===== config.mk =====
export PLATFORM = sky130hd
export DESIGN_NAME = stopwatch_counter
export DESIGN_NICKNAME = d
export VERILOG_FILES = /design/src/rtl/stopwatch_pkg.sv /design/src/rtl/stopwatch_tick_gen.sv /design/src/rtl/stopwatch_counter.sv
export SDC_FILE = /design/constraint.sdc
export NUM_CORES = 1
export LEC_CHECK = 0
export ABC_AREA = 1
export BUFFER_PORTS_ARGS = -buffer_cell sky130_fd_sc_hd__buf_2
export CAP_MARGIN = 20
export CORE_MARGIN = 2
export CORE_UTILIZATION = 30
export DETAILED_ROUTE_END_ITERATION = 6
export GPL_TIMING_DRIVEN = 0
export PLACE_DENSITY_LB_ADDON = 0.08
export SLEW_MARGIN = 20
export SYNTH_ARGS = -nofsm -noshare
export SYNTH_HDL_FRONTEND = slang
export SYNTH_HIERARCHICAL = 1
export SYNTH_SLANG_ARGS = --single-unit

===== constraint.sdc =====
create_clock -name clk -period 2.9 [get_ports clk]
set_input_delay 0.29 -clock clk [delete_from_list [all_inputs] [get_ports clk]]
set_output_delay 0.29 -clock clk [all_outputs]
set_load 0.01 [all_outputs]

===== src/rtl/stopwatch_pkg.sv =====
// Shared types and constants for the stopwatch timekeeping datapath.
// Optional lap-hold display is enabled with STOPWATCH_LAP_EN.
package stopwatch_pkg;

  localparam int BCD_W = 4;
  localparam int DIV_DEFAULT = 1_000_000;
  localparam int CNT_W_DEFAULT = 20;

  typedef logic [BCD_W-1:0] bcd_t;

  localparam bcd_t LIM_9 = 4'd9;
  localparam bcd_t LIM_5 = 4'd5;

  typedef struct packed {
    bcd_t min_tens;
    bcd_t min_ones;
    bcd_t sec_tens;
    bcd_t sec_ones;
    bcd_t cs_tens;
    bcd_t cs_ones;
  } time_t;

  // {carry_out, next_digit}; out-of-range digits wrap to 0 and carry
  function automatic logic [BCD_W:0] bcd_inc(
    input bcd_t d,
    input bcd_t lim,
    input logic cin
  );
    if (!cin) return {1'b0, d};
    if (d >= lim) return {1'b1, 4'd0};
    return {1'b0, d + 4'd1};
  endfunction

endpackage


===== src/rtl/stopwatch_tick_gen.sv =====
// Centisecond prescaler: counts enabled cycles and emits a tick
// in the cycle where the count sits at DIV-1.
module stopwatch_tick_gen
  import stopwatch_pkg::*;
#(
  parameter int DIV   = DIV_DEFAULT,
  parameter int CNT_W = CNT_W_DEFAULT
) (
  input  logic clk,
  input  logic reset,
  input  logic i_en,
  input  logic i_clr,
  output logic o_tick
);

  localparam logic [CNT_W-1:0] LAST = CNT_W'(DIV - 1);

  logic [CNT_W-1:0] cnt_q, cnt_d;

  assign o_tick = i_en && !i_clr && (cnt_q == LAST);

  always_comb begin
    cnt_d = cnt_q;
    if (i_clr) begin
      cnt_d = '0;
    end else if (i_en) begin
      cnt_d = o_tick ? '0 : cnt_q + CNT_W'(1);
    end
  end

  always_ff @(posedge clk) begin
    if (reset) begin
      cnt_q <= '0;
    end else begin
      cnt_q <= cnt_d;
    end
  end

endmodule


===== src/rtl/stopwatch_counter.sv =====
// BCD stopwatch datapath: mm:ss.cc ripple chain driven by a prescaled tick.
// Define STOPWATCH_LAP_EN to add the i_lap port and lap-hold display.
module stopwatch_counter
  import stopwatch_pkg::*;
#(
  parameter int DIV   = DIV_DEFAULT,
  parameter int CNT_W = CNT_W_DEFAULT
) (
  input  logic       clk,
  input  logic       reset,
  input  logic       i_run,
  input  logic       i_stop,
  input  logic       i_clear,
`ifdef STOPWATCH_LAP_EN
  input  logic       i_lap,
`endif
  output logic [3:0] o_cs_ones,
  output logic [3:0] o_cs_tens,
  output logic [3:0] o_sec_ones,
  output logic [3:0] o_sec_tens,
  output logic [3:0] o_min_ones,
  output logic [3:0] o_min_tens,
  output logic       o_rollover
);

  time_t time_q, time_d;
  time_t disp;
  logic  roll_q, roll_d;
  logic  tick;
  logic  c;
  logic  unused_stop;

  // run wins over stop, so the stop level carries no state
  assign unused_stop = i_stop;

  stopwatch_tick_gen #(
    .DIV   (DIV),
    .CNT_W (CNT_W)
  ) u_tick (
    .clk    (clk),
    .reset  (reset),
    .i_en   (i_run),
    .i_clr  (i_clear),
    .o_tick (tick)
  );

  always_comb begin
    time_d = time_q;
    roll_d = 1'b0;
    c = 1'b0;
    if (i_clear) begin
      time_d = '0;
    end else if (tick) begin
      {c, time_d.cs_ones}  = bcd_inc(time_q.cs_ones, LIM_9, 1'b1);
      {c, time_d.cs_tens}  = bcd_inc(time_q.cs_tens, LIM_9, c);
      {c, time_d.sec_ones} = bcd_inc(time_q.sec_ones, LIM_9, c);
      {c, time_d.sec_tens} = bcd_inc(time_q.sec_tens, LIM_5, c);
      {c, time_d.min_ones} = bcd_inc(time_q.min_ones, LIM_9, c);
      {c, time_d.min_tens} = bcd_inc(time_q.min_tens, LIM_5, c);
      roll_d = c;
    end
  end

  always_ff @(posedge clk) begin
    if (reset) begin
      time_q <= '0;
      roll_q <= 1'b0;
    end else begin
      time_q <= time_d;
      roll_q <= roll_d;
    end
  end

`ifdef STOPWATCH_LAP_EN
  time_t lap_q, lap_d;
  logic  lap_act_q, lap_act_d;

  always_comb begin
    lap_d = lap_q;
    lap_act_d = lap_act_q;
    if (i_clear) begin
      lap_d = '0;
      lap_act_d = 1'b0;
    end else if (i_lap) begin
      if (!lap_act_q) begin
        lap_d = time_q;
        lap_act_d = 1'b1;
      end else begin
        lap_act_d = 1'b0;
      end
    end
  end

  always_ff @(posedge clk) begin
    if (reset) begin
      lap_q <= '0;
      lap_act_q <= 1'b0;
    end else begin
      lap_q <= lap_d;
      lap_act_q <= lap_act_d;
    end
  end

  assign disp = lap_act_q ? lap_q : time_q;
`else
  assign disp = time_q;
`endif

  assign o_cs_ones  = disp.cs_ones;
  assign o_cs_tens  = disp.cs_tens;
  assign o_sec_ones = disp.sec_ones;
  assign o_sec_tens = disp.sec_tens;
  assign o_min_ones = disp.min_ones;
  assign o_min_tens = disp.min_tens;
  assign o_rollover = roll_q;

endmodule


==> metrics.txt, run 1 <==
# TYPE chip_impl_metric gauge
chip_impl_info{name="run_status",value="finished clean"} 1
chip_impl_metric{name="setup_tns",unit="ns"} 0
chip_impl_info{name="cts_tree",value="yes"} 1
chip_impl_metric{name="synth.cell_area",unit="mm2"} 0.00272
chip_impl_metric{name="die_area",unit="mm2"} 0.00983
chip_impl_metric{name="antenna_violations_before_repair",unit=""} 0
chip_impl_info{name="timing.critical_path.to_type",value="register"} 1
chip_impl_metric{name="grtUsageMet1",unit="%"} 18.4
chip_impl_info{name="worstHoldPathType",value="input pin to register"} 1
chip_impl_metric{name="final_period_minus_worst_setup_slack",unit="ns"} 2.52
chip_impl_info{name="grt_most_used_layer",value="met2"} 1
chip_impl_info{name="cts-root-buf",value="sky130_fd_sc_hd__clkbuf_8"} 1
chip_impl_metric{name="routed_wirelength",unit="mm"} 5.94
chip_impl_metric{name="share_clk_of_total_power",unit="%"} 43.9
chip_impl_metric{name="post_cts_hold_buffer_count",unit=""} 0
chip_impl_info{name="critical_path.startpoint",value="u_tick/cnt_q[0]"} 1
chip_impl_metric{name="timing.reg2reg.worst_path_depth",unit=""} 14
chip_impl_metric{name="via_per_inst",unit=""} 4.52
chip_impl_metric{name="worst-endpoint-required",unit="ns"} 3.10
chip_impl_metric{name="met3_usage",unit="%"} 2.46
chip_impl_metric{name="num_vias",unit=""} 2349
chip_impl_metric{name="postPlaceCellArea",unit="mm2"} 0.00299
chip_impl_metric{name="synth_enable_flop_cells",unit=""} 0
chip_impl_metric{name="slew-limit-headroom",unit="%"} 56.8
chip_impl_metric{name="static-leakage-power",unit="uW"} 0.00141
chip_impl_metric{name="count_of_inserted_antenna_diode_cells",unit=""} 0
chip_impl_info{name="regToRegStartpoint",value="u_tick/cnt_q[0]"} 1
chip_impl_metric{name="synth_top_area_share",unit="%"} 33.2
chip_impl_info{name="synth.top_cells.by_area",value="sky130_fd_sc_hd__dfxtp_1 (33%), sky130_fd_sc_hd__nand2_1 (11%), sky130_fd_sc_hd__ha_1 (8.8%)"} 1
chip_impl_metric{name="path_max_fanout",unit=""} 7
chip_impl_metric{name="slew_viol_final",unit=""} 0
chip_impl_metric{name="grt_first_pass_wirelength",unit="mm"} 10.6
chip_impl_metric{name="cts_buffers",unit=""} 5
chip_impl_metric{name="dp_hpwl",unit="mm"} 4.58
chip_impl_info{name="yosysMostFrequentCell",value="sky130_fd_sc_hd__nand2_1"} 1
chip_impl_metric{name="placementRows",unit=""} 34
chip_impl_metric{name="power_frac_comb",unit="%"} 2.5
chip_impl_metric{name="final_skew",unit="ns"} 0.00735
chip_impl_info{name="synth.cells.most_frequent",value="sky130_fd_sc_hd__nand2_1 (80), sky130_fd_sc_hd__nor2_1 (62), sky130_fd_sc_hd__dfxtp_1 (45)"} 1
chip_impl_metric{name="use_met2",unit="%"} 20.6
chip_impl_metric{name="max_cap_viol_count",unit=""} 0
chip_impl_metric{name="regToRegSetupSlack",unit="ns"} 0.38
chip_impl_metric{name="antenna_left",unit=""} 0
chip_impl_metric{name="synthesis.nets",unit=""} 401
chip_impl_metric{name="cts_sinks",unit=""} 45
chip_impl_metric{name="critical_path_arrival",unit="ns"} 2.73
chip_impl_metric{name="hold-worst-slack",unit="ns"} 0.297
chip_impl_metric{name="cellInternalPower",unit="uW"} 906
chip_impl_metric{name="final_net_count",unit=""} 435
chip_impl_metric{name="fmax",unit="GHz"} 0.397
chip_impl_metric{name="ys_types",unit=""} 39
chip_impl_metric{name="gr-usage-all-layers",unit="%"} 13.1
chip_impl_metric{name="worst_skew_pair.late_latency",unit="ns"} 0.30
chip_impl_metric{name="start_util",unit="%"} 31.0
chip_impl_metric{name="num-fill-cells",unit=""} 953
chip_impl_metric{name="routability_cong",unit=""} 0.805
chip_impl_metric{name="worst_pin_slew",unit="ns"} 0.643
chip_impl_info{name="ys_dominant_reg_cell",value="sky130_fd_sc_hd__dfxtp_1"} 1
chip_impl_metric{name="power.net_switching",unit="uW"} 250
chip_impl_metric{name="vdd.ir_drop.worst",unit="V"} 0.000186
chip_impl_metric{name="io_pins",unit=""} 30
chip_impl_metric{name="die_h",unit="um"} 99.1
chip_impl_metric{name="synthesis.area_per_instance",unit="um2"} 7.20
chip_impl_info{name="cp-start-kind",value="register"} 1
chip_impl_metric{name="dr.pass1.iters",unit=""} 4
chip_impl_metric{name="route.detailed.wl_per_inst",unit="um"} 11.4
chip_impl_metric{name="min_period_over_period",unit="%"} 86.9
chip_impl_metric{name="design.core.area",unit="mm2"} 0.00876
chip_impl_metric{name="layout-area-overhead-vs-synth",unit="%"} 14.6
chip_impl_metric{name="synth_instances",unit=""} 377
chip_impl_info{name="rsz0062_at_grt",value="no"} 1
chip_impl_metric{name="drive_gt1_share",unit="%"} 20.9
chip_impl_metric{name="synth_sequential_area_ratio",unit="%"} 33.2
chip_impl_metric{name="cellPowerDensity",unit="mW/mm2"} 371
chip_impl_info{name="synthDominantAreaCellType",value="sky130_fd_sc_hd__dfxtp_1"} 1
chip_impl_metric{name="max-clock-path-buffers",unit=""} 2
chip_impl_metric{name="htree_levels",unit=""} 2
chip_impl_metric{name="ys_ff_latch",unit=""} 45
chip_impl_metric{name="fp.dieW",unit="um"} 99.1
chip_impl_metric{name="via_count_of_the_first_global_routing_pass",unit=""} 2239
chip_impl_info{name="critical_path_class",value="register to register"} 1
chip_impl_metric{name="switching_power_share_of_the_total",unit="%"} 21.6
chip_impl_metric{name="power.sequential.fraction",unit="%"} 53.6
chip_impl_info{name="critical_path.endpoint",value="o_min_tens[0]"} 1
chip_impl_metric{name="timing.final.hold_violations",unit=""} 0
chip_impl_metric{name="grt_max_degree",unit=""} 15
chip_impl_metric{name="initialDrtViolationCount",unit=""} 58
chip_impl_metric{name="synth_warnings",unit=""} 6
chip_impl_metric{name="cts.clk_slew.worst_paths",unit="ns"} 0.09
chip_impl_metric{name="gr-total-overflow",unit=""} 0
chip_impl_info{name="worst_r2r_endpoint",value="o_min_tens[0]"} 1
chip_impl_metric{name="remaining_drc_errors",unit=""} 0
chip_impl_metric{name="io_buffers",unit=""} 27
chip_impl_metric{name="async_reset_ff_share",unit="%"} 0
chip_impl_metric{name="finalSetupViolations",unit=""} 0
chip_impl_metric{name="fin_area",unit="mm2"} 0.00311
==> worst min path at each step <==
| stage | start | endpoint | slack [ns] | cells past startpoint |
|---|---|---|---|---|
| floorplan | o_min_tens[3] | o_min_tens[3] | 0.48 | 2 |
| global placement | o_min_tens[3] | o_min_tens[3] | 0.46 | 2 |
| detailed placement | o_min_tens[3] | o_min_tens[3] | 0.46 | 2 |
| CTS | i_run | u_tick/cnt_q[1] | 0.29 | 3 |
| global route | i_run | u_tick/cnt_q[0] | 0.31 | 4 |
| finish | i_run | u_tick/cnt_q[1] | 0.30 | 3 |
==> flip-flops by register name (all words and copies together), names as in the netlist <==
signal / cells
u_tick/cnt_q: 20
o_cs_tens: 4
o_sec_tens: 4
o_rollover: 1
o_min_tens: 4
o_sec_ones: 4
o_cs_ones: 4
o_min_ones: 4
==> layout by cell type, fill, tap and decap left out, types with 6 or more instances in the layout <==
master                     instances
sky130_fd_sc_hd__nand2_1          80
sky130_fd_sc_hd__nor2_1           62
sky130_fd_sc_hd__dfxtp_1          45
sky130_fd_sc_hd__inv_1            42
sky130_fd_sc_hd__buf_2            28
sky130_fd_sc_hd__nand3_1          25
sky130_fd_sc_hd__ha_1             19
sky130_fd_sc_hd__nand2_2          14
sky130_fd_sc_hd__a21oi_1          12
sky130_fd_sc_hd__xor2_1           10
sky130_fd_sc_hd__nand4_1           9
sky130_fd_sc_hd__inv_2             9
sky130_fd_sc_hd__clkbuf_8          6
==> timing repair <==
action	4_1_cts	5_1_grt
buffers inserted	0	0
endpoints found under the setup margin	0	21
resized for setup	0	1
==> metrics by stage <==
step / setup slack [ns] / total power [uW] / utilization [%] / instances
6_report: 0.379 / 1160 / 35.5 / 520
5_1_grt: 0.0410 / 1210 / 35.5 / 520
4_1_cts: 0.0476 / 1180 / 35.4 / 520
3_5_place_dp: 0.0627 / 663 / 34.1 / 512
3_3_place_gp: 0.0577 / 663 / 34.1 / 512
2_1_floorplan: 0.600 / 652 / - / 377
==> routing by layer <==
layer	up-vias	part of all wire (%)
met2	33	43
met5	-	0
met4	0	1.3
met3	6	3.2
li1	1255	-
met1	1055	53
==> cell families after synthesis <==
group	count (synthesis)	synth area share, %
buffers and inverters	55	7.93
xor gates and xnor gates	12	3.87
and+or+nand+nor	215	39.0
muxes	2	0.737
AOI/OAI and AO/OA	29	6.54
adders and majority gates	19	8.76
DFF	45	33.2
==> layout make-up <==
class | instances | area, um2 | share of cell area (%)
clock buffer | 6 | 82.6 | 2.65
multi-input combinational | 277 | 1610 | 51.6
buffer | 2 | 16.3 | 0.523
tap | 108 | 135 | 4.34
timing repair buffer | 27 | 135 | 4.34
sequential | 45 | 901 | 29.0
clock inverter | 2 | 37.5 | 1.21
inverter | 53 | 199 | 6.39
==> power by group through the flow <==
stage / logic [uW] / registers [uW] / clock network (uW)
finish: 28.8 / 619 / 508
global route: 32.0 / 620 / 555
CTS: 29.3 / 619 / 533
floorplan: 18.7 / 634 / 0
global placement: 29.6 / 634 / 0
detailed placement: 29.1 / 634 / 0
==> critical path, stage by stage (launching register included) <==
cell	delay [ns]
sky130_fd_sc_hd__dfxtp_1	0.41
sky130_fd_sc_hd__ha_1	0.25
sky130_fd_sc_hd__nand3_2	0.13
sky130_fd_sc_hd__inv_2	0.08
sky130_fd_sc_hd__nand3_1	0.07
sky130_fd_sc_hd__nor4_2	0.56
sky130_fd_sc_hd__nand2_2	0.12
sky130_fd_sc_hd__clkinv_1	0.11
sky130_fd_sc_hd__nand2_4	0.09
sky130_fd_sc_hd__nor2_8	0.15
sky130_fd_sc_hd__nand4_1	0.14
sky130_fd_sc_hd__nand2_1	0.15
sky130_fd_sc_hd__inv_2	0.06
sky130_fd_sc_hd__nand2_1	0.06
sky130_fd_sc_hd__nand2_1	0.05
Power figures use the tool's default switching activity.
==> run 2: changes to the inputs <==
--- a/config.mk
+++ b/config.mk
@@ -6,7 +6,7 @@
 export NUM_CORES = 1
 export LEC_CHECK = 0
 export ABC_AREA = 1
-export BUFFER_PORTS_ARGS = -buffer_cell sky130_fd_sc_hd__buf_2
+export BUFFER_PORTS_ARGS = -buffer_cell sky130_fd_sc_hd__buf_4
 export CAP_MARGIN = 20
 export CORE_MARGIN = 2
 export CORE_UTILIZATION = 30
==> run 2 against run 1 <==
Count of clock-buffer cells in the layout stayed put. Highest routed layer unchanged. Clock power hardly changed. Global-route usage is 0.13 points higher. Routed wire length is 2.4% higher. Sequential share of layout area is 0.62 points lower. Hold slack better by 0.0045 ns. Critical path depth stayed put. Core utilization is 0.77 points higher. Critical path type unchanged. Fmax is 0.68% lower.
==> metrics.txt, run 2 (synthesized netlist as in run 1, its figures left out) <==
# TYPE chip_impl_metric gauge
chip_impl_metric{name="fmax",unit="GHz"} 0.394
chip_impl_metric{name="max_cap_viol_count",unit=""} 0
chip_impl_metric{name="crit_path_max_incr_delay",unit="ns"} 0.58
chip_impl_info{name="layout.cells.most_common",value="sky130_fd_sc_hd__nand2_1"} 1
chip_impl_metric{name="placementRows",unit=""} 34
chip_impl_metric{name="antenna_violations_before_repair",unit=""} 0
chip_impl_metric{name="via_count_of_the_first_global_routing_pass",unit=""} 2259
chip_impl_metric{name="via_per_inst",unit=""} 4.55
chip_impl_info{name="run_status",value="finished clean"} 1
chip_impl_metric{name="routed_wirelength",unit="mm"} 6.08
chip_impl_metric{name="post-layout-total-power",unit="uW"} 1160
chip_impl_metric{name="final_net_count",unit=""} 435
chip_impl_metric{name="static-leakage-power",unit="uW"} 0.00141
chip_impl_metric{name="final_skew",unit="ns"} 0.00958
chip_impl_metric{name="post-cts-setup-buffers",unit=""} 0
chip_impl_metric{name="die_area",unit="mm2"} 0.00983
chip_impl_metric{name="post_cts_hold_buffer_count",unit=""} 0
chip_impl_metric{name="die_h",unit="um"} 99.1
chip_impl_info{name="cts-root-buf",value="sky130_fd_sc_hd__clkbuf_8"} 1
chip_impl_metric{name="grt_max_degree",unit=""} 15
chip_impl_metric{name="fin_area",unit="mm2"} 0.00318
chip_impl_info{name="critical-path-slowest-cell",value="sky130_fd_sc_hd__nor4_2"} 1
chip_impl_metric{name="layout-area-overhead-vs-synth",unit="%"} 17.1
chip_impl_metric{name="final_period_minus_worst_setup_slack",unit="ns"} 2.54
chip_impl_metric{name="antenna_left",unit=""} 0
chip_impl_info{name="cp-start-kind",value="register"} 1
chip_impl_metric{name="cts_buffers",unit=""} 5
chip_impl_metric{name="timing.final.hold_violations",unit=""} 0
chip_impl_metric{name="dp_hpwl",unit="mm"} 4.64
chip_impl_info{name="critical_path_class",value="register to register"} 1
chip_impl_metric{name="initialDrtViolationCount",unit=""} 75
chip_impl_metric{name="path_max_fanout",unit=""} 7
chip_impl_info{name="worstHoldPathType",value="input pin to register"} 1
chip_impl_info{name="most-common-layout-cells",value="sky130_fd_sc_hd__nand2_1 (80), sky130_fd_sc_hd__nor2_1 (62), sky130_fd_sc_hd__dfxtp_1 (45)"} 1
chip_impl_metric{name="htree_levels",unit=""} 2
chip_impl_metric{name="layout_setup_ws",unit="ns"} 0.362
chip_impl_metric{name="slew_viol_final",unit=""} 0
chip_impl_metric{name="route.detailed.wl_per_inst",unit="um"} 11.7
chip_impl_metric{name="cellPowerDensity",unit="mW/mm2"} 364
chip_impl_metric{name="design.core.area",unit="mm2"} 0.00876
chip_impl_metric{name="cts.clk_slew.worst_paths",unit="ns"} 0.09
chip_impl_metric{name="worst-endpoint-required",unit="ns"} 3.10
chip_impl_metric{name="gr-total-overflow",unit=""} 0
chip_impl_info{name="cts_tree",value="yes"} 1
chip_impl_metric{name="io_pins",unit=""} 30
chip_impl_metric{name="count_of_inserted_antenna_diode_cells",unit=""} 0
chip_impl_metric{name="hold-worst-slack",unit="ns"} 0.301
chip_impl_metric{name="num_vias",unit=""} 2365
chip_impl_metric{name="routability_cong",unit=""} 0.813
chip_impl_info{name="rsz0062_at_grt",value="no"} 1
chip_impl_metric{name="drive_gt1_share",unit="%"} 20.9
chip_impl_metric{name="setup_tns",unit="ns"} 0
chip_impl_metric{name="start_util",unit="%"} 31.0
chip_impl_metric{name="cts_sinks",unit=""} 45
chip_impl_metric{name="io_buffers",unit=""} 27
chip_impl_metric{name="min_period_over_period",unit="%"} 87.5
chip_impl_metric{name="dr.pass1.iters",unit=""} 4
chip_impl_metric{name="placement.setup.worst_slack",unit="ns"} 0.100
chip_impl_metric{name="grt_first_pass_wirelength",unit="mm"} 10.6
chip_impl_info{name="most_prevalent_standard_cell_on_the_critical_path",value="sky130_fd_sc_hd__nand2_1"} 1
chip_impl_metric{name="worst_pin_slew",unit="ns"} 0.667
chip_impl_info{name="cp_cell_sequence",value="ha_1 > nand3_2 > inv_2 > nand3_1 > nor4_2 > nand2_2 > clkinv_1 > nand2_4 > nor2_8 > nand4_1 > nand2_1 > inv_2 > nand2_1 > nand2_1"} 1
chip_impl_metric{name="worst_skew_pair.late_latency",unit="ns"} 0.30
chip_impl_metric{name="gr-usage-all-layers",unit="%"} 13.2
chip_impl_metric{name="max-clock-path-buffers",unit=""} 2
chip_impl_metric{name="finalSetupViolations",unit=""} 0
chip_impl_metric{name="critical_path_arrival",unit="ns"} 2.74
chip_impl_metric{name="vdd.ir_drop.worst",unit="V"} 0.000188
chip_impl_metric{name="largest_register_ff_count",unit=""} 20
chip_impl_metric{name="remaining_drc_errors",unit=""} 0
chip_impl_metric{name="slew-limit-headroom",unit="%"} 55.1
chip_impl_metric{name="cts_resized",unit=""} 0
chip_impl_metric{name="postPlaceCellArea",unit="mm2"} 0.00305
chip_impl_info{name="largest_register",value="u_tick/cnt_q"} 1
chip_impl_info{name="timing.critical_path.to_type",value="register"} 1
chip_impl_metric{name="fp.dieW",unit="um"} 99.1
-- run 2: changes by cell type in the layout (fill, tap and decap cells not counted) --
cell	previous run	this run
sky130_fd_sc_hd__buf_2	28	1
sky130_fd_sc_hd__buf_4	0	27
-- run 2: worst max-delay path: cells and delay by family (launching register included) --
family | cells | cell delay [ns]
simple gates | 10 | 1.53
buf+inv | 3 | 0.25
fa+ha+maj | 1 | 0.25
flops | 1 | 0.42
-- run 2: stage by stage --
| stage | cells | utilization, % |
|---|---|---|
| global route | 520 | 36.3 |
| global placement | 512 | 34.8 |
| CTS | 520 | 36.2 |
| detailed placement | 512 | 34.8 |
| finish | 520 | 36.3 |
| floorplan | 377 | - |
-- run 2: final timing paths --
kind	startpoint	endpoint	slack, ns	depth (start not counted)
worst max-delay path	u_tick/cnt_q[0]	o_min_tens[0]	0.36	14
worst min-delay path	i_run	u_tick/cnt_q[9]	0.30	3
worst max register to register	u_tick/cnt_q[0]	o_min_tens[0]	0.36	14
worst min register to register	o_min_tens[3]	o_min_tens[3]	0.49	2
-- run 2: where the power goes --
| group | total (uW) | leakage [uW] | switching (uW) | internal [uW] |
|---|---|---|---|---|
| combinational | 29.3 | 0.000993 | 21.3 | 8.03 |
| sequential | 619 | 0.000362 | 1.13 | 618 |
| clock | 508 | 0.0000574 | 227 | 281 |
-- run 2: routing by layer --
layer	up-vias	routed length, um	global-route usage (%)
met1	1061	3070	18.6
met5	-	0	0
met3	5	315	2.81
met4	0	65	4.11
li1	1254	-	-
met2	45	2630	20.4
-- run 2: layout make-up --
cell class / instances / area, um2
Timing Repair Buffer: 27 / 203
Buffer: 2 / 16.3
Fill cell: 958 / 5580
Clock inverter: 2 / 37.5
Inverter: 53 / 199
Clock buffer: 6 / 82.6
Sequential cell: 45 / 901
Tap cell: 108 / 135
Multi-Input combinational cell: 277 / 1610
==> run 3: changes to the inputs <==
--- a/config.mk
+++ b/config.mk
@@ -16,5 +16,4 @@
 export SLEW_MARGIN = 20
 export SYNTH_ARGS = -nofsm -noshare
 export SYNTH_HDL_FRONTEND = slang
-export SYNTH_HIERARCHICAL = 1
 export SYNTH_SLANG_ARGS = --single-unit
==> run 3 against run 2 <==
Cell count rose by 4.8%. Register-to-register slack better by 0.71 ns. Sequential power is essentially flat. Die area up 1.2%. First-iteration DRC count fell by 33%. Sequential cell count did not move. Critical path type unchanged. Critical endpoint is now o_min_ones[0].
==> metrics.txt, run 3 <==
# TYPE chip_impl_metric gauge
chip_impl_info{name="run_status",value="finished clean"} 1
chip_impl_metric{name="finish.cell_count_without_fillers",unit=""} 545
chip_impl_metric{name="timing.final.hold_violations",unit=""} 0
chip_impl_metric{name="routability_cong",unit=""} 0.822
chip_impl_metric{name="critPathBufInv",unit=""} 1
chip_impl_info{name="rsz0062_at_grt",value="no"} 1
chip_impl_info{name="critical_path_class",value="register to register"} 1
chip_impl_metric{name="routed_wirelength",unit="mm"} 6.40
chip_impl_metric{name="crit_path_max_incr_delay",unit="ns"} 0.47
chip_impl_metric{name="largest_register_ff_count",unit=""} 20
chip_impl_metric{name="gr-total-overflow",unit=""} 0
chip_impl_metric{name="final_util",unit="%"} 36.3
chip_impl_metric{name="max_cap_viol_count",unit=""} 0
chip_impl_info{name="ys_dominant_reg_cell",value="sky130_fd_sc_hd__dfxtp_1"} 1
chip_impl_metric{name="fin_area",unit="mm2"} 0.00320
chip_impl_info{name="critical-path-slowest-cell",value="sky130_fd_sc_hd__dfxtp_1"} 1
chip_impl_metric{name="ys_types",unit=""} 34
chip_impl_metric{name="critical_path_arrival",unit="ns"} 2.04
chip_impl_metric{name="die_h",unit="um"} 99.7
chip_impl_metric{name="cts_buffers",unit=""} 5
chip_impl_info{name="synthDominantAreaCellType",value="sky130_fd_sc_hd__dfxtp_1"} 1
chip_impl_info{name="critical-path-top-delay-family",value="simple AND/OR/NAND/NOR gates"} 1
chip_impl_metric{name="die_area",unit="mm2"} 0.00995
chip_impl_metric{name="worst-endpoint-required",unit="ns"} 3.12
chip_impl_metric{name="post_cts_hold_buffer_count",unit=""} 0
chip_impl_metric{name="slew-limit-headroom",unit="%"} 63.7
chip_impl_metric{name="synth_instances",unit=""} 402
chip_impl_metric{name="total_placed_cells_including_tap_cells",unit=""} 538
chip_impl_metric{name="via_per_inst",unit=""} 4.49
chip_impl_info{name="largest_register",value="u_tick.cnt_q"} 1
chip_impl_metric{name="synth_enable_flop_cells",unit=""} 0
chip_impl_metric{name="final_skew",unit="ns"} 0.0145
chip_impl_metric{name="setup_tns",unit="ns"} 0
chip_impl_metric{name="vdd.ir_drop.worst",unit="V"} 0.000165
chip_impl_metric{name="fp.dieW",unit="um"} 99.7
chip_impl_metric{name="antenna_left",unit=""} 0
chip_impl_metric{name="drive_gt1_share",unit="%"} 14.4
chip_impl_metric{name="gr-usage-all-layers",unit="%"} 13.7
chip_impl_metric{name="antenna_violations_before_repair",unit=""} 0
chip_impl_metric{name="layout-area-overhead-vs-synth",unit="%"} 16.3
chip_impl_metric{name="num_vias",unit=""} 2449
chip_impl_metric{name="synth_sequential_area_ratio",unit="%"} 32.8
chip_impl_metric{name="cellPowerDensity",unit="mW/mm2"} 353
chip_impl_metric{name="cts_sinks",unit=""} 45
chip_impl_metric{name="finalSetupViolations",unit=""} 0
chip_impl_metric{name="dp_hpwl",unit="mm"} 4.87
chip_impl_metric{name="final_period_minus_worst_setup_slack",unit="ns"} 1.82
chip_impl_metric{name="count_of_inserted_antenna_diode_cells",unit=""} 0
chip_impl_info{name="cp-start-kind",value="register"} 1
chip_impl_metric{name="placementRows",unit=""} 34
chip_impl_info{name="regToRegStartpoint",value="o_sec_ones[0]"} 1
chip_impl_metric{name="via_count_of_the_first_global_routing_pass",unit=""} 2353
chip_impl_info{name="cp_cell_sequence",value="inv_1 > ha_1 > a21oi_4 > nand2_1 > nor2_4 > nand3_4 > nand2_1 > nor2_1"} 1
chip_impl_metric{name="postPlaceCellArea",unit="mm2"} 0.00310
chip_impl_info{name="synth.top_cells.by_area",value="sky130_fd_sc_hd__dfxtp_1 (33%), sky130_fd_sc_hd__nand2_1 (11%), sky130_fd_sc_hd__nor2_1 (11%)"} 1
chip_impl_metric{name="synth_top_area_share",unit="%"} 32.8
chip_impl_metric{name="final_net_count",unit=""} 461
chip_impl_metric{name="initialDrtViolationCount",unit=""} 50
chip_impl_metric{name="fmax",unit="GHz"} 0.548
chip_impl_metric{name="synthesis.nets",unit=""} 426
chip_impl_metric{name="synth_warnings",unit=""} 0
chip_impl_info{name="most-common-layout-cells",value="sky130_fd_sc_hd__nor2_1 (82), sky130_fd_sc_hd__nand2_1 (82), sky130_fd_sc_hd__inv_1 (52)"} 1
chip_impl_metric{name="dr.pass1.iters",unit=""} 4
chip_impl_metric{name="cts_resized",unit=""} 0
chip_impl_metric{name="remaining_drc_errors",unit=""} 0
chip_impl_info{name="most_prevalent_standard_cell_on_the_critical_path",value="sky130_fd_sc_hd__nand2_1"} 1
chip_impl_metric{name="grt_first_pass_wirelength",unit="mm"} 11.0
chip_impl_metric{name="design.core.area",unit="mm2"} 0.00881
chip_impl_info{name="min-delay-start",value="i_run"} 1
chip_impl_info{name="worstHoldPathType",value="input pin to register"} 1
chip_impl_metric{name="htree_levels",unit=""} 2
chip_impl_metric{name="io_buffers",unit=""} 28
chip_impl_metric{name="io_pins",unit=""} 30
chip_impl_metric{name="slew_viol_final",unit=""} 0
chip_impl_metric{name="synthesis.area_per_instance",unit="um2"} 6.84
chip_impl_metric{name="static-leakage-power",unit="uW"} 0.00132
chip_impl_metric{name="min_period_over_period",unit="%"} 62.9
chip_impl_metric{name="num-fill-cells",unit=""} 969
chip_impl_metric{name="max-clock-path-buffers",unit=""} 2
chip_impl_metric{name="grt_max_degree",unit=""} 14
chip_impl_info{name="timing.critical_path.to_type",value="register"} 1
chip_impl_metric{name="start_util",unit="%"} 31.2
chip_impl_metric{name="post-cts-setup-buffers",unit=""} 0
chip_impl_metric{name="worst_skew_pair.late_latency",unit="ns"} 0.31
chip_impl_metric{name="async_reset_ff_share",unit="%"} 0
chip_impl_info{name="cts_tree",value="yes"} 1
chip_impl_info{name="cts-root-buf",value="sky130_fd_sc_hd__clkbuf_8"} 1
chip_impl_metric{name="path_max_fanout",unit=""} 7
chip_impl_info{name="synth.cells.most_frequent",value="sky130_fd_sc_hd__nand2_1 (82), sky130_fd_sc_hd__nor2_1 (82), sky130_fd_sc_hd__inv_1 (52)"} 1
chip_impl_info{name="critical_path.startpoint",value="o_sec_ones[0]"} 1
chip_impl_metric{name="ys_ff_latch",unit=""} 45
chip_impl_metric{name="route.detailed.wl_per_inst",unit="um"} 11.7
chip_impl_metric{name="worst_pin_slew",unit="ns"} 0.544
chip_impl_metric{name="synth.cell_area",unit="mm2"} 0.00275
chip_impl_metric{name="cts.clk_slew.worst_paths",unit="ns"} 0.09
[run 3: cell types whose count changed in the layout (fill, tap and decap cells not counted), sizes merged, moves of 2 or more]
cell   change
nand3      +3
nand4      -2
o21ai      -3
nand2      -8
mux2i      -2
nor3      +10
buf        +3
o22ai      -3
a21o       +2
inv        +3
nor2      +19
[run 3: path summary, 6_finish.rpt]
check                    endpoint  slack, ns  cells past startpoint
setup reg to reg    o_min_ones[0]       1.08                      8
hold / removal    u_tick.cnt_q[1]       0.33                      3
setup / recovery    o_min_ones[0]       1.08                      8
hold reg to reg   u_tick.cnt_q[5]       0.49                      2
[run 3: area by class of cell]
| class | instances | area [um2] | area share, % |
|---|---|---|---|
| Tap cell | 108 | 135 | 4.22 |
| Clock buffer | 5 | 68.8 | 2.15 |
| Timing Repair Buffer | 28 | 210 | 6.57 |
| Clock inverter | 2 | 35.0 | 1.10 |
| Buffer | 5 | 30.0 | 0.939 |
| Sequential cell | 45 | 901 | 28.2 |
| Inverter | 55 | 208 | 6.49 |
| Multi-Input combinational cell | 297 | 1610 | 50.4 |
[run 3: per-stage QoR]
step	power (uW)	hold slack, ns	setup WS (ns)
6_report	1130	0.328	1.08
3_5_place_dp	666	0.481	1.06
5_1_grt	1170	0.340	0.814
3_3_place_gp	667	0.486	1.05
2_1_floorplan	653	0.459	1.28
4_1_cts	1150	0.316	1.03
[run 3: worst register-to-register path: stages, from the launching register on]
cell                      delay (ns)
sky130_fd_sc_hd__dfxtp_1        0.47
sky130_fd_sc_hd__inv_1          0.08
sky130_fd_sc_hd__ha_1           0.23
sky130_fd_sc_hd__a21oi_4        0.24
sky130_fd_sc_hd__nand2_1        0.16
sky130_fd_sc_hd__nor2_4         0.25
sky130_fd_sc_hd__nand3_4        0.13
sky130_fd_sc_hd__nand2_1        0.12
sky130_fd_sc_hd__nor2_1         0.05
[run 3: cells by family (layout without fill, tap and decap cells)]
logic type	count (synthesis)	in the layout	share of synthesized area, %
AO/OA/AOI/OAI	26	26	5.78
XOR/XNOR	13	13	4.14
adder cells (fa/ha/maj)	19	19	8.64
flip-flops	45	45	32.8
buffers and inverters	60	95	8.64
AND/OR/NAND/NOR	239	239	40.0
[run 3: metal layers]
metal  track usage (%)  wire length [um]  up-vias
li1                  -                 -     1329
met1              18.1              3270     1085
met2              22.8              2860       27
met3              3.23               195        8
met4              3.16                68        0
met5                 0                 0        -
[run 3: report_power, final]
| part | switching [uW] | internal (uW) |
|---|---|---|
| registers | 0.967 | 618 |
| logic | 22.6 | 9.24 |
| clock network | 228 | 251 |
| total | 251 | 879 |
